[src/rtl/ka_seq_mul_4bit_pkg.sv]
// Shared types and widths for the sequenced 4-bit carry-less Karatsuba multiplier.
package ka_pkg;

    localparam int N      = 4;
    localparam int SUB_W  = 3;
    localparam int PROD_W = 7;

    typedef enum logic [2:0] {
        IDLE,
        LO,
        HI,
        MID,
        DONE
    } state_t;

endpackage

[src/rtl/ka_seq_mul_4bit_if.sv]
// Operand/product handshake bundle between a producer/consumer and ka_seq_mul_4bit.
interface ka_seq_mul_4bit_if;
    import ka_pkg::*;

    logic              in_valid;
    logic              in_ready;
    logic [N-1:0]      a_in;
    logic [N-1:0]      b_in;
    logic              out_valid;
    logic              out_ready;
    logic [PROD_W-1:0] p_out;
    logic              busy;

    modport master (
        output in_valid, a_in, b_in, out_ready,
        input  in_ready, out_valid, p_out, busy
    );

    modport slave (
        input  in_valid, a_in, b_in, out_ready,
        output in_ready, out_valid, p_out, busy
    );

endinterface

[src/rtl/ka_seq_mul_4bit_clmul.sv]
// Combinational 2x2 carry-less (GF(2)) multiplier shared across all three sub-products.
module clmul_2bit
    import ka_pkg::*;
(
    input  logic [1:0]       a_i,
    input  logic [1:0]       b_i,
    output logic [SUB_W-1:0] p_o
);

    assign p_o[0] = a_i[0] & b_i[0];
    assign p_o[1] = (a_i[0] & b_i[1]) ^ (a_i[1] & b_i[0]);
    assign p_o[2] = a_i[1] & b_i[1];

endmodule

[src/rtl/ka_seq_mul_4bit_overlap.sv]
// Merges the low, middle and high Karatsuba partials into the 7-bit product.
module overlap_module_4bit
    import ka_pkg::*;
(
    input  logic [SUB_W-1:0]  lo_i,
    input  logic [SUB_W-1:0]  mid_i,
    input  logic [SUB_W-1:0]  hi_i,
    output logic [PROD_W-1:0] p_o
);

    // Middle term sits two bit positions up, overlapping one bit of each neighbour.
    assign p_o[0] = lo_i[0];
    assign p_o[1] = lo_i[1];
    assign p_o[2] = lo_i[2] ^ mid_i[0];
    assign p_o[3] = mid_i[1];
    assign p_o[4] = mid_i[2] ^ hi_i[0];
    assign p_o[5] = hi_i[1];
    assign p_o[6] = hi_i[2];

endmodule

[src/rtl/ka_seq_mul_4bit.sv]
// Sequenced 4-bit carry-less Karatsuba multiplier: one shared 2x2 multiplier
// walks the low, high and middle sub-products over three cycles.
module ka_seq_mul_4bit
    import ka_pkg::*;
(
    input  logic               clk,
    input  logic               rst_n,
    ka_seq_mul_4bit_if.slave   bus
);

    state_t              state_q;
    logic [N-1:0]        a_q;
    logic [N-1:0]        b_q;
    logic [SUB_W-1:0]    plo_q;
    logic [SUB_W-1:0]    phi_q;
    logic [PROD_W-1:0]   p_q;
    logic                in_ready_q;
    logic                out_valid_q;
    logic                busy_q;

    logic [1:0]          mul_a;
    logic [1:0]          mul_b;
    logic [SUB_W-1:0]    prod;
    logic [SUB_W-1:0]    pmid_d;
    logic [PROD_W-1:0]   pov;

    // Steer the shared multiplier's operands according to which sub-product is due.
    always_comb begin
        mul_a = '0;
        mul_b = '0;
        case (state_q)
            LO: begin
                mul_a = a_q[1:0];
                mul_b = b_q[1:0];
            end
            HI: begin
                mul_a = a_q[3:2];
                mul_b = b_q[3:2];
            end
            MID: begin
                mul_a = a_q[1:0] ^ a_q[3:2];
                mul_b = b_q[1:0] ^ b_q[3:2];
            end
            default: ;
        endcase
    end

    clmul_2bit u_clmul (
        .a_i (mul_a),
        .b_i (mul_b),
        .p_o (prod)
    );

    assign pmid_d = prod ^ plo_q ^ phi_q;

    overlap_module_4bit u_overlap (
        .lo_i  (plo_q),
        .mid_i (pmid_d),
        .hi_i  (phi_q),
        .p_o   (pov)
    );

    // Handshake outputs are registered alongside the state so they never
    // depend combinationally on in_valid or out_ready.
    always_ff @(posedge clk) begin
        if (!rst_n) begin
            state_q     <= IDLE;
            a_q         <= '0;
            b_q         <= '0;
            plo_q       <= '0;
            phi_q       <= '0;
            p_q         <= '0;
            in_ready_q  <= 1'b1;
            out_valid_q <= 1'b0;
            busy_q      <= 1'b0;
        end else begin
            case (state_q)
                IDLE: begin
                    if (bus.in_valid) begin
                        a_q        <= bus.a_in;
                        b_q        <= bus.b_in;
                        state_q    <= LO;
                        in_ready_q <= 1'b0;
                        busy_q     <= 1'b1;
                    end
                end
                LO: begin
                    plo_q   <= prod;
                    state_q <= HI;
                end
                HI: begin
                    phi_q   <= prod;
                    state_q <= MID;
                end
                MID: begin
                    p_q         <= pov;
                    out_valid_q <= 1'b1;
                    state_q     <= DONE;
                end
                DONE: begin
                    if (bus.out_ready) begin
                        out_valid_q <= 1'b0;
                        in_ready_q  <= 1'b1;
                        busy_q      <= 1'b0;
                        state_q     <= IDLE;
                    end
                end
                default: begin
                    state_q     <= IDLE;
                    in_ready_q  <= 1'b1;
                    out_valid_q <= 1'b0;
                    busy_q      <= 1'b0;
                end
            endcase
        end
    end

    assign bus.in_ready  = in_ready_q;
    assign bus.out_valid = out_valid_q;
    assign bus.busy      = busy_q;
    assign bus.p_out     = p_q;

endmodule

[src/flat_wrapper.sv]
// flat-port wrapper written by rule: the top's interface ports become plain ports
module ka_seq_mul_4bit_flat import ka_pkg::*;
  (clk, rst_n, bus_in_valid, bus_a_in, bus_b_in, bus_out_ready, bus_in_ready, bus_out_valid, bus_p_out, bus_busy);
  ka_seq_mul_4bit_if bus_i ();
  input  logic clk;
  input  logic rst_n;
  input wire logic [$bits(bus_i.in_valid)-1:0] bus_in_valid;
  input wire logic [$bits(bus_i.a_in)-1:0] bus_a_in;
  input wire logic [$bits(bus_i.b_in)-1:0] bus_b_in;
  input wire logic [$bits(bus_i.out_ready)-1:0] bus_out_ready;
  output wire logic [$bits(bus_i.in_ready)-1:0] bus_in_ready;
  output wire logic [$bits(bus_i.out_valid)-1:0] bus_out_valid;
  output wire logic [$bits(bus_i.p_out)-1:0] bus_p_out;
  output wire logic [$bits(bus_i.busy)-1:0] bus_busy;
  assign bus_i.in_valid = bus_in_valid;
  assign bus_i.a_in = bus_a_in;
  assign bus_i.b_in = bus_b_in;
  assign bus_i.out_ready = bus_out_ready;
  assign bus_in_ready = bus_i.in_ready;
  assign bus_out_valid = bus_i.out_valid;
  assign bus_p_out = bus_i.p_out;
  assign bus_busy = bus_i.busy;
  ka_seq_mul_4bit u_core (.clk(clk), .rst_n(rst_n), .bus(bus_i));
endmodule
[config.mk]
export PLATFORM = sky130hd
export DESIGN_NAME = ka_seq_mul_4bit_flat
export DESIGN_NICKNAME = d
export VERILOG_FILES = /design/src/rtl/ka_seq_mul_4bit_pkg.sv /design/src/rtl/ka_seq_mul_4bit_if.sv /design/src/rtl/ka_seq_mul_4bit_clmul.sv /design/src/rtl/ka_seq_mul_4bit_overlap.sv /design/src/rtl/ka_seq_mul_4bit.sv /design/src/flat_wrapper.sv
export SDC_FILE = /design/constraint.sdc
export NUM_CORES = 1
export LEC_CHECK = 0
export ABC_AREA = 1
export CAP_MARGIN = 20
export CELL_PAD_IN_SITES_DETAIL_PLACEMENT = 1
export CELL_PAD_IN_SITES_GLOBAL_PLACEMENT = 2
export CORE_UTILIZATION = 29
export CTS_BUF_LIST = sky130_fd_sc_hd__clkbuf_4 sky130_fd_sc_hd__clkbuf_8 sky130_fd_sc_hd__clkbuf_16
export CTS_CLUSTER_DIAMETER = 100
export DETAILED_ROUTE_END_ITERATION = 16
export MAX_ROUTING_LAYER = met4
export PLACE_DENSITY = 0.81
export SETUP_SLACK_MARGIN = 0.3
export SLEW_MARGIN = 20
export SYNTH_ARGS = -nofsm -noshare
export SYNTH_HDL_FRONTEND = slang
export SYNTH_SLANG_ARGS = --single-unit
[constraint.sdc]
create_clock -name clk -period 1.9 [get_ports clk]
set_input_delay 0.475 -clock clk [delete_from_list [all_inputs] [get_ports clk]]
set_output_delay 0.475 -clock clk [all_outputs]
set_load 0.02 [all_outputs]
==> summary.md, run 1 <==
| Metric | Value |
|---|---|
| Clk_lat worst skew | roughly 0.28 ns |
| Antenna violations before repair | 0 |
| Max-Cap Viols | 0 |
| Inserted Diodes | 0 |
| Pwr Density | approximately 860 nW/um2 |
| Max Root-Sink Buffers | 2 |
| Share of power burned in registers | roughly half |
| Flip-flop and latch count after synthesis | 27 |
| Vias in the first global route | between 1000 and 1500 |
| Critical R2R Launch | u_core.state_q[0] |
| Final hold violations | 0 |
| P&R area growth vs syn | 25.05% |
| Setup_tns | 0 ns |
| Die height | around 70 um |
| Worst Setup EP | u_core.bus.busy |
| CTS tree | done |
| Gr ovfl total | 0 |
| Worst-margin pin slew | 0.3109 ns |
| Critical Path RT | roughly 2.1 ns |
| Most common cell after layout, fill and taps aside | nand2_1 |
| Power share of the clock group | 25.8% |
| Initial Util | between 30% and 40% |
| Crit Path Class | in -> reg |
| R2R depth | 10 |
| Worst Setup End Kind | register |
| Fin crit share | between 70% and 80% |
| Pre-antenna DRT Iters | 4 |
| Total GRT Usage | about 17% |
| M1 wire length | about 1.6 mm |
| Sequential share of the synthesized area | a little over two fifths |
| Met3 wire length | ~70 um |
| F_max | around 0.67 GHz |
| TritonCTS Buffers | 3 |
| Post-route ant nets | 0 |
| I/O pin count | 22 |
| Status | finished, final reports clean |
| Nets | about 210 |
| Count of pins over their slew limit | 0 |
| Die area | 4679 um2 |
| Rel. slew slack | between 70% and 80% |
| Switching fraction of total power | roughly a third |
| Worst reg2reg endpoint | u_core.bus.p_out[3] |
| Core Area | 4115 um2 |
| CTS Hold Bufs | 0 |
| CP max FO | 4 |
| VDD IR max | 0.2871 mV |
| Port Buf Inserts | 21 |
| Synth warnings | 0 |
| Via count | 1219 |
| # rows | 23 |
| DRC | 0 |
| Placed wire-length estimate | about 2.5 mm |
| Hold Path Class | reg -> reg |
| Clock slew at reported path FFs | approximately 0.09 ns |
| CTS Sinks | 27 |
| Pint | 928.3 uW |
| Leak pwr | approximately 0.71 nW |
| Logic gate share of total power | around a quarter |
| Final Skew | 0.007872 ns |
| Avg Inst Size Synth | slightly above 7 um2 |
| Crit path time final | around 1.5 ns |
| R2R setup slack | ~0.41 ns |
| Most frequent cells in the layout | nand2_1 (31), dfxtp_1 (24), a21oi_1 (23) |
| Yosys cell types | 26 |
| Largest net degree at the start of global routing | 19 |
| Fin Hold WS | around 0.47 ns |
| Top Metal Used | met4 |
| Crit path from | bus_in_valid |
| Sum of routed wire length over all layers | around 3.3 mm |
| Share of cells above drive strength 1 | between 10% and 20% |
| CTS root buf | clkbuf_8 |
| CP Launch Type | input port |
| Final setup viols | 0 |
| Die Wd | about 68 um |
| Placer congestion estimate | between 0.7 and 0.8 |
| WL per Instance | about 13 um |
| RSZ-0062 raised after global routing | false |
| H-Tree Depth | 1 |
| Mapped Nets | between 150 and 200 |
| Gate count of the mapped netlist | around 180 |
| First DRT Iteration DRCs | 11 |
| Synth Cell Area | 1279 um2 |
| Vias/cell | 4.896 |
| First-pass GRT wire length | ~5.6 mm |
| Met2 WL | about 1.6 mm |
| Crit path DAT | ~1.7 ns |
| NetSw | about 440 uW |
Yosys cell counts:
cell / number / area (um2)
o31ai_4: 1 / 21.27
o21ai_1: 3 / 15.01
nand2_2: 2 / 12.51
nand2_1: 31 / 116.4
clkbuf_1: 1 / 3.750
nand3_1: 13 / 65.06
nand3b_1: 1 / 7.510
inv_1: 16 / 60.06
buf_1: 1 / 3.750
nand3_2: 2 / 20.02
o21ai_0: 16 / 80.08
xor2_1: 2 / 17.52
a21oi_1: 23 / 115.1
o21bai_1: 1 / 7.510
dfxtp_1: 27 / 540.5
clkinv_1: 1 / 3.750
inv_2: 4 / 15.01
buf_4: 1 / 7.510
nand3_4: 1 / 17.52
nor2_1: 18 / 67.56
nor3_1: 1 / 5.000
xnor2_1: 4 / 35.03
buf_2: 2 / 10.01
nor2_2: 3 / 18.77
inv_4: 1 / 6.260
nand4_1: 1 / 6.260
registers in the layout, indices dropped and copies added, names as in the netlist:
register,cells
u_core.phi_q,3
u_core.state_q,3
u_core.plo_q,3
u_core.b_q,4
u_core.bus.out_valid,1
u_core.bus.in_ready,1
u_core.bus.p_out,7
u_core.bus.busy,1
u_core.a_q,4
cell families after synthesis:
kind of cell / synth area share (%)
flip-flops: 42.27
buffers and inverters: 8.610
XOR/XNOR: 4.110
AO/OA/AOI/OAI: 18.69
AND/OR/NAND/NOR: 26.32
per-stage QoR:
stage	util [%]	area, um2	setup WS (ns)	total power [mW]	instances
final	38.86	1599	0.3968	1.371	249
after global routing	38.86	1599	0.3088	1.460	249
after CTS	38.37	1579	0.3065	1.381	249
after floorplan	-	1279	0.5894	0.9173	177
after detailed placement	37.46	1541	0.1574	1.036	245
after global placement	37.46	1541	0.2460	1.017	245
area by class of cell:
class	count	area, um2
multi-input cells	123	635.6
well taps	50	62.56
repair buffers	23	212.7
fillers	521	2516
clock buffers	4	48.80
flip-flops and latches	27	544.3
inverters	22	95.09
repair_timing:
action / in CTS / in global routing
setup buffers: 0 / 0
setup endpoints to repair: 11 / 11
gates resized for setup: 11 / 8
pin swaps: 0 / 0
routing by layer:
layer	vias up	GRT usage, %
met5	-	-
met4	0	6.250
met3	5	3.000
met2	17	30.27
met1	578	18.86
li1	619	-
critical path, stage by stage:
cell	delay [ns]
clkdlybuf4s50_1	0.54
o31ai_4	0.32
o21bai_1	0.18
nand2_1	0.08
a21oi_1	0.11
power groups by stage:
stage / sequential [mW] / clock [mW] / combinational (mW)
after global routing: 0.686 / 0.392 / 0.382
after detailed placement: 0.690 / 0 / 0.346
after CTS: 0.678 / 0.366 / 0.337
final: 0.677 / 0.354 / 0.341
after global placement: 0.686 / 0 / 0.332
after floorplan: 0.692 / 0 / 0.225
how the worst min path moves through the flow:
stage | startpoint | end | slack, ns | cells after the start
after floorplan | u_core.plo_q[1] | u_core.bus.p_out[1] | 0.46 | 2
after global placement | u_core.bus.busy | u_core.bus.busy | 0.45 | 2
after detailed placement | u_core.bus.in_ready | u_core.bus.in_ready | 0.46 | 2
after CTS | u_core.bus.in_ready | u_core.bus.in_ready | 0.48 | 2
after global routing | u_core.a_q[3] | u_core.a_q[3] | 0.53 | 2
final | u_core.bus.in_ready | u_core.bus.in_ready | 0.47 | 2
(Power assumes the default switching activity.)
==> run 2: changes to the inputs <==
--- a/config.mk
+++ b/config.mk
@@ -9,12 +9,12 @@
 export CAP_MARGIN = 20
 export CELL_PAD_IN_SITES_DETAIL_PLACEMENT = 1
 export CELL_PAD_IN_SITES_GLOBAL_PLACEMENT = 2
-export CORE_UTILIZATION = 29
+export CORE_UTILIZATION = 26
 export CTS_BUF_LIST = sky130_fd_sc_hd__clkbuf_4 sky130_fd_sc_hd__clkbuf_8 sky130_fd_sc_hd__clkbuf_16
 export CTS_CLUSTER_DIAMETER = 100
 export DETAILED_ROUTE_END_ITERATION = 16
 export MAX_ROUTING_LAYER = met4
-export PLACE_DENSITY = 0.81
+export PLACE_DENSITY = 0.77
 export SETUP_SLACK_MARGIN = 0.3
 export SLEW_MARGIN = 20
 export SYNTH_ARGS = -nofsm -noshare
==> constraint.sdc (replaced) <==
create_clock -name clk -period 1.3 [get_ports clk]
set_input_delay 0.325 -clock clk [delete_from_list [all_inputs] [get_ports clk]]
set_output_delay 0.325 -clock clk [all_outputs]
set_load 0.02 [all_outputs]
==> run 2 against run 1 <==
  * The flow now finishes with violations (setup timing)
  * Wire length grew 21%
  * Critical path type is now reg -> reg
  * Die area grew 11%
  * Via count grew 12%
==> summary.md, run 2 (synthesized netlist as in run 1, its figures left out) <==
| Metric | Value |
|---|---|
| Status | finished with violations (was finished, final reports clean) |
| Violated checks | setup timing |
| Nets | 245 (was 212) |
| Worst reg2reg endpoint | u_core.bus.p_out[3] (unchanged) |
| Inserted Diodes | 0 (unchanged) |
| Most frequent cells in the layout | buf_4 (30), nand2_1 (23), a21oi_1 (22) (was nand2_1 (31), dfxtp_1 (24), a21oi_1 (23)) |
| Leak pwr | 0.9227 nW (was 0.7110 nW) |
| Multi-input logic area | 730.7 um2 (was 635.6 um2) |
| Worst Setup End Kind | register (unchanged) |
| Most common cell after layout, fill and taps aside | buf_4 (was nand2_1) |
| Final hold violations | 0 (unchanged) |
| Share of cells above drive strength 1 | 42.24% (was 12.06%) |
| I/O pin count | 22 (unchanged) |
| CP Launch Type | register (was input port) |
| Total GRT Usage | 16.33% (was 17.05%) |
| Worst-margin pin slew | 0.3101 ns (was 0.3109 ns) |
| Rel. slew slack | 79.26% (was 79.14%) |
| Post-route ant nets | 0 (unchanged) |
| First-pass GRT wire length | 6.292 mm (was 5.630 mm) |
| First DRT Iteration DRCs | 58 (was 11) |
| Count of pins over their slew limit | 0 (unchanged) |
| Min-Delay Startpoint | u_core.phi_q[1] (was u_core.bus.in_ready) |
| Antenna violations before repair | 0 (unchanged) |
| CP max FO | 5 (was 4) |
| NetSw | 758.5 uW (was 443.2 uW) |
| R2R setup slack | -0.17 ns (was 0.41 ns) |
| CTS Hold Bufs | 0 (unchanged) |
| Die Wd | 72.13 um (was 68.41 um) |
| Pwr Density | 1102 nW/um2 (was 857.7 nW/um2) |
| Port Buf Inserts | 21 (unchanged) |
| TritonCTS Buffers | 3 (unchanged) |
| Placed wire-length estimate | 2.749 mm (was 2.540 mm) |
| Clk_lat worst skew | 0.29 ns (was 0.28 ns) |
| Crit path DAT | 1.67 ns (was 1.71 ns) |
| Fin Hold WS | 0.4883 ns (was 0.4721 ns) |
| Clock slew at reported path FFs | 0.10 ns (was 0.09 ns) |
| WL per Instance | 13.42 um (was 13.36 um) |
| Final setup viols | 14 (was 0) |
| Via count | 1364 (was 1219) |
| Placed Cells | 274 (was 245) |
| Cell area after layout | 2051 um2 (was 1599 um2) |
| Core Area | 4723 um2 (was 4115 um2) |
| Setup ws final | -0.1709 ns (was 0.3968 ns) |
| Final Skew | 0.005172 ns (was 0.007872 ns) |
| Pint | 1.501 mW (was 928.3 uW) |
| Hold Path Stages | 2 (unchanged) |
| Critical R2R Launch | u_core.state_q[2] (was u_core.state_q[0]) |
| Power share of the clock group | 22.9% (was 25.8%) |
| Die height | 72.13 um (was 68.41 um) |
| CTS root buf | clkbuf_8 (unchanged) |
| Switching fraction of total power | 33.57% (was 32.31%) |
| Hold Path Class | reg -> reg (unchanged) |
| Die area | 5203 um2 (was 4679 um2) |
| RSZ-0062 raised after global routing | true (was false) |
| Share of power burned in registers | 44.6% (was 49.3%) |
| Placer congestion estimate | 0.8985 (was 0.7880) |
| # rows | 25 (was 23) |
| VDD IR max | 0.4134 mV (was 0.2871 mV) |
| Vias/cell | 4.562 (was 4.896) |
| Largest net degree at the start of global routing | 17 (was 19) |
| P&R area growth vs syn | 60.37% (was 25.05%) |
| Crit Path Class | reg -> reg (was in -> reg) |
| Setup_tns | -1.024 ns (was 0 ns) |
| Critical Path RT | 1.50 ns (was 2.11 ns) |
| H-Tree Depth | 1 (unchanged) |
| Fin crit share | 113.1% |
| Register Area | 564.3 um2 (was 544.3 um2) |
| Sum of routed wire length over all layers | 4.013 mm (was 3.326 mm) |
| R2R depth | 10 (unchanged) |
| Gr ovfl total | 0 (unchanged) |
| Pre-antenna DRT Iters | 4 (unchanged) |
| Vias in the first global route | 1313 (was 1257) |
| CTS Sinks | 27 (unchanged) |
| Min-Delay Endpoint | u_core.bus.p_out[5] (was u_core.bus.in_ready) |
| Max FFs per register | 7 (unchanged) |
| Cell Count, Final, Fillers Out | 299 (was 249) |
| Logic gate share of total power | 32.5% (was 24.9%) |
| Filler cells | 576 (was 521) |
| Max-Cap Viols | 0 (unchanged) |
| Initial Util | 27.07% (was 31.07%) |
| Placed inst area | 1678 um2 (was 1541 um2) |
| F_max | 0.6799 GHz |
| Max Root-Sink Buffers | 2 (unchanged) |
| DRC | 0 (unchanged) |
| CTS tree | done (unchanged) |
| Crit path time final | about 1.5 ns |
## run 2: cell count changes in the layout (fill, tap and decap cells not counted), sizes merged
cell,previous run,this run
dlygate4sd2,10,0
clkbuf,4,3
buf,2,45
inv,20,22
clkinv,2,1
## run 2: how the worst max path moves through the flow
stage / start / to / slack, ns / depth (start not counted)
2_1_floorplan: u_core.state_q[1] / u_core.bus.p_out[3] / 0.09 / 12
3_3_place_gp: bus_in_valid / u_core.bus.busy / -0.25 / 5
3_5_place_dp: bus_in_valid / u_core.bus.busy / -0.34 / 5
4_1_cts: u_core.state_q[2] / u_core.bus.p_out[3] / -0.10 / 10
5_1_grt: u_core.state_q[2] / u_core.bus.p_out[3] / -0.27 / 10
6_report: u_core.state_q[2] / u_core.bus.p_out[3] / -0.17 / 10
## run 2: power by group through the flow
stage	registers [mW]	logic, mW	clock network (mW)
2_1_floorplan	1.02	0.340	0
3_3_place_gp	1.01	0.534	0
3_5_place_dp	1.02	0.555	0
4_1_cts	1.01	0.657	0.530
5_1_grt	1.02	0.800	0.568
6_report	1.01	0.734	0.518
## run 2: metal layers
layer	vias to the layer above	GRT usage (%)	routed length, um
met4	0	6.536	106
met2	25	27.83	2039
met5	-	-	0
met1	646	19.42	1760
li1	684	-	-
met3	9	2.222	106
## run 2: area by class of cell
class                           count  area share (%)
Tap cell                           67           4.088
Inverter                           22           4.454
Sequential cell                    27           27.52
Clock inverter                      1          0.3051
Timing Repair Buffer               56           25.99
Clock buffer                        3           2.013
Multi-Input combinational cell    123           35.63
## run 2: per-stage QoR
| step | worst slack (ns) | power, mW | util [%] |
|---|---|---|---|
| final | -0.1709 | 2.259 | 43.42 |
| after global routing | -0.2704 | 2.388 | 43.42 |
| after CTS | -0.1041 | 2.200 | 41.01 |
| after detailed placement | -0.3353 | 1.572 | 35.52 |
| after global placement | -0.2546 | 1.546 | 35.52 |
| after floorplan | 0.09239 | 1.356 | - |
## run 2: critical path: stages (launching register included)
cell      delay, ns
dfxtp_4        0.39
nor2_4         0.20
nand3_2        0.13
nand2_1        0.11
nor2_1         0.05
nor2_1         0.15
nand2_1        0.10
nand3b_1       0.09
nand3_1        0.06
nand2_1        0.06
inv_1          0.03
## run 2: repair_timing
action / in CTS / in global routing
resized for setup: 98 / 9
setup buffers: 9 / 11
pin swaps: 4 / 9
endpoints found under the setup margin: 37 / 37
gates cloned: 1 / 0
==> run 3: changes to the inputs <==
--- a/config.mk
+++ b/config.mk
@@ -14,7 +14,7 @@
 export CTS_CLUSTER_DIAMETER = 100
 export DETAILED_ROUTE_END_ITERATION = 16
 export MAX_ROUTING_LAYER = met4
-export PLACE_DENSITY = 0.77
+export PLACE_DENSITY_LB_ADDON = 0.1
 export SETUP_SLACK_MARGIN = 0.3
 export SLEW_MARGIN = 20
 export SYNTH_ARGS = -nofsm -noshare
==> run 3 against run 2 <==
  * The run still ends with setup timing left
  * Register-to-register slack improved by 0.09 ns
  * Worst hold slack improved by 0.0049 ns
  * Worst setup slack improved by 0.088 ns
  * Combinational power fell by 9.1%
  * Clock power fell by 6.4%
  * Die area did not move
==> summary.md, run 3 (synthesized netlist as in run 1, its figures left out) <==
| Metric | Value |
|---|---|
| Min-Delay Endpoint | u_core.bus.p_out[1] (was u_core.bus.p_out[5]) |
| I/O pin count | 22 (unchanged) |
| # rows | 25 (unchanged) |
| Final setup viols | 17 (was 14) |
| Pint | 1.454 mW (was 1.501 mW) |
| Port Buf Inserts | 21 (unchanged) |
| Most frequent cells in the layout | nand2_1 (26), buf_4 (21), a21oi_1 (20) (was buf_4 (30), nand2_1 (23), a21oi_1 (22)) |
| Max FFs per register | 7 (unchanged) |
| R2R setup slack | -0.08 ns (was -0.17 ns) |
| Logic gate share of total power | 30.8% (was 32.5%) |
| Vias in the first global route | 1368 (was 1313) |
| Sum of routed wire length over all layers | 3.546 mm (was 4.013 mm) |
| R2R depth | 7 (was 10) |
| Vias/cell | 4.639 (was 4.562) |
| Placed wire-length estimate | 2.693 mm (was 2.749 mm) |
| CTS tree | done (unchanged) |
| Switching fraction of total power | 32.75% (was 33.57%) |
| Leak pwr | 0.8280 nW (was 0.9227 nW) |
| Crit-path leading delay family | compound AO/OA/AOI/OAI gates (was simple AND/OR/NAND/NOR gates) |
| Final Skew | 0.007252 ns (was 0.005172 ns) |
| P&R area growth vs syn | 50.69% (was 60.37%) |
| Clock slew at reported path FFs | 0.10 ns (about the same) |
| Filler cells | 570 (was 576) |
| Power share of the clock group | 22.4% (was 22.9%) |
| Share of cells above drive strength 1 | 38.46% (was 42.24%) |
| Die area | 5203 um2 (unchanged) |
| WL per Instance | 12.31 um (was 13.42 um) |
| Setup ws final | -0.08333 ns (was -0.1709 ns) |
| Place WS | -0.2919 ns (was -0.3353 ns) |
| NetSw | 708.1 uW (was 758.5 uW) |
| First-pass GRT wire length | 6.272 mm (was 6.292 mm) |
| Crit path time final | 1.383 ns (was 1.471 ns) |
| Core Area | 4723 um2 (unchanged) |
| TritonCTS Buffers | 3 (unchanged) |
| Cell area after layout | 1927 um2 (was 2051 um2) |
| Critical path buffers and inverters | 2 (was 1) |
| First DRT Iteration DRCs | 24 (was 58) |
| F_max | 0.7229 GHz (was 0.6799 GHz) |
| Crit path DAT | 1.59 ns (was 1.67 ns) |
| Total GRT Usage | 15.93% (was 16.33%) |
| Gr ovfl total | 0 (unchanged) |
| Placed inst area | 1678 um2 (unchanged) |
| Via count | 1336 (was 1364) |
| Pre-antenna DRT Iters | 4 (unchanged) |
| Slowest CP cell | dfxtp_4 (unchanged) |
| Hold Path Stages | 2 (unchanged) |
| Share of power burned in registers | 46.8% (was 44.6%) |
| Die Wd | 72.13 um (unchanged) |
| H-Tree Depth | 1 (unchanged) |
| Max-Cap Viols | 0 (unchanged) |
| Die height | 72.13 um (unchanged) |
| RSZ-0062 raised after global routing | true (unchanged) |
| Register Area | 563.0 um2 (was 564.3 um2) |
| Worst reg2reg endpoint | u_core.bus.busy (was u_core.bus.p_out[3]) |
| Worst-margin pin slew | 0.3365 ns (was 0.3101 ns) |
| Largest net degree at the start of global routing | 19 (was 17) |
| Initial Util | 27.07% (unchanged) |
| Fin crit share | 106.4% (was 113.1%) |
| Placer congestion estimate | 0.7852 (was 0.8985) |
| Max Root-Sink Buffers | 2 (unchanged) |
| Tot Pwr | 2.162 mW (was 2.259 mW) |
| Setup_tns | -0.7960 ns (was -1.024 ns) |
| CTS root buf | clkbuf_8 (unchanged) |
| Multi-input logic area | 728.2 um2 (was 730.7 um2) |
| Post-route ant nets | 0 (unchanged) |
| Violated checks | setup timing (unchanged) |
| DRC | 0 (unchanged) |
| Critical R2R Launch | u_core.state_q[2] (unchanged) |
| Pwr Density | 1122 nW/um2 (was 1102 nW/um2) |
| VDD IR max | 0.4335 mV (was 0.4134 mV) |
| CP Launch Type | register (unchanged) |
| CP peak stage delay | 0.39 ns (about the same) |
| Status | finished with violations (unchanged) |
| Min-Delay Startpoint | u_core.plo_q[1] (was u_core.phi_q[1]) |
| Worst Setup End Kind | register (unchanged) |
| Count of pins over their slew limit | 0 (unchanged) |
| Rel. slew slack | 77.50% (was 79.26%) |
| Fin Hold WS | 0.4932 ns (was 0.4883 ns) |
| Nets | 234 (was 245) |
| Cells along the critical path | nor2_4 -> buf_4 -> inv_4 -> o31ai_4 -> o21bai_1 -> nand2_1 -> a21oi_1 (was nor2_4 -> nand3_2 -> nand2_1 -> nor2_1 -> nor2_1 -> nand2_1 -> nand3b_1 -> nand3_1 -> nand2_1 -> inv_1) |
| Most common cell after layout, fill and taps aside | nand2_1 (was buf_4) |
| Hold Path Class | reg -> reg (unchanged) |
| CP max FO | 5 (unchanged) |
| CTS Sinks | 27 (unchanged) |
| Critical Path RT | 1.51 ns (was 1.50 ns) |
| Crit Path Class | reg -> reg (unchanged) |
| Inserted Diodes | 0 (unchanged) |
| Antenna violations before repair | 0 (unchanged) |
| Final hold violations | 0 (unchanged) |
| Clk_lat worst skew | 0.27 ns (was 0.29 ns) |
[run 3: changes by cell type in the layout (fill, tap and decap cells not counted), moves of 2 or more]
cell and change:
a21oi_1 -2, o21ai_2 +2, buf_4 -9, a21oi_2 +2, o21ai_1 -2, nand2_1 +3
[run 3: worst max-delay path by stage]
stage	depth (start not counted)	end	from
6_report	7	u_core.bus.busy	u_core.state_q[2]
5_1_grt	7	u_core.b_q[2]	u_core.state_q[2]
4_1_cts	10	u_core.bus.p_out[3]	u_core.state_q[2]
3_5_place_dp	5	u_core.bus.in_ready	bus_in_valid
2_1_floorplan	12	u_core.bus.p_out[3]	u_core.state_q[1]
3_3_place_gp	5	u_core.bus.busy	bus_in_valid
[run 3: layout make-up]
cell class                 count  share of cell area, %
clock buffer                   3                  2.143
clock inverter                 1                 0.2597
inverter                      22                  4.870
multi-input combinational    124                  37.79
sequential                    27                  29.22
tap                           67                  4.351
timing repair buffer          44                  21.36
[run 3: stage by stage]
stage	cells	util, %
floorplan	177	-
global placement	274	35.52
detailed placement	274	35.52
CTS	284	38.78
global route	288	40.79
finish	288	40.79
[run 3: tightest hold or removal path: cells and delay by family, from the launching register on]
family | cells | cell delay (ns)
DFF | 1 | 0.33
buffers and inverters | 1 | 0.08
AOI/OAI and AO/OA | 1 | 0.06
[run 3: routing by layer]
metal,global-route usage (%),vias to the layer above,routed length [um]
met2,28.35,19,1848
li1,-,666,-
met3,3.056,6,102
met5,-,-,0
met4,5.229,0,41
met1,17.82,645,1554
[run 3: power groups by stage]
stage / Sequential [mW] / Combinational, mW / Clock, mW
after floorplan: 1.02 / 0.340 / 0
after global placement: 1.01 / 0.542 / 0
after detailed placement: 1.02 / 0.557 / 0
after CTS: 1.01 / 0.634 / 0.512
after global routing: 1.03 / 0.742 / 0.543
final: 1.01 / 0.667 / 0.485
[run 3: timing repair]
item,CTS,global route
pin swaps,12,6
setup buffers,5,4
gates resized for setup,81,24
hold buffers,0,0
gates cloned,1,0
setup endpoints to repair,36,37
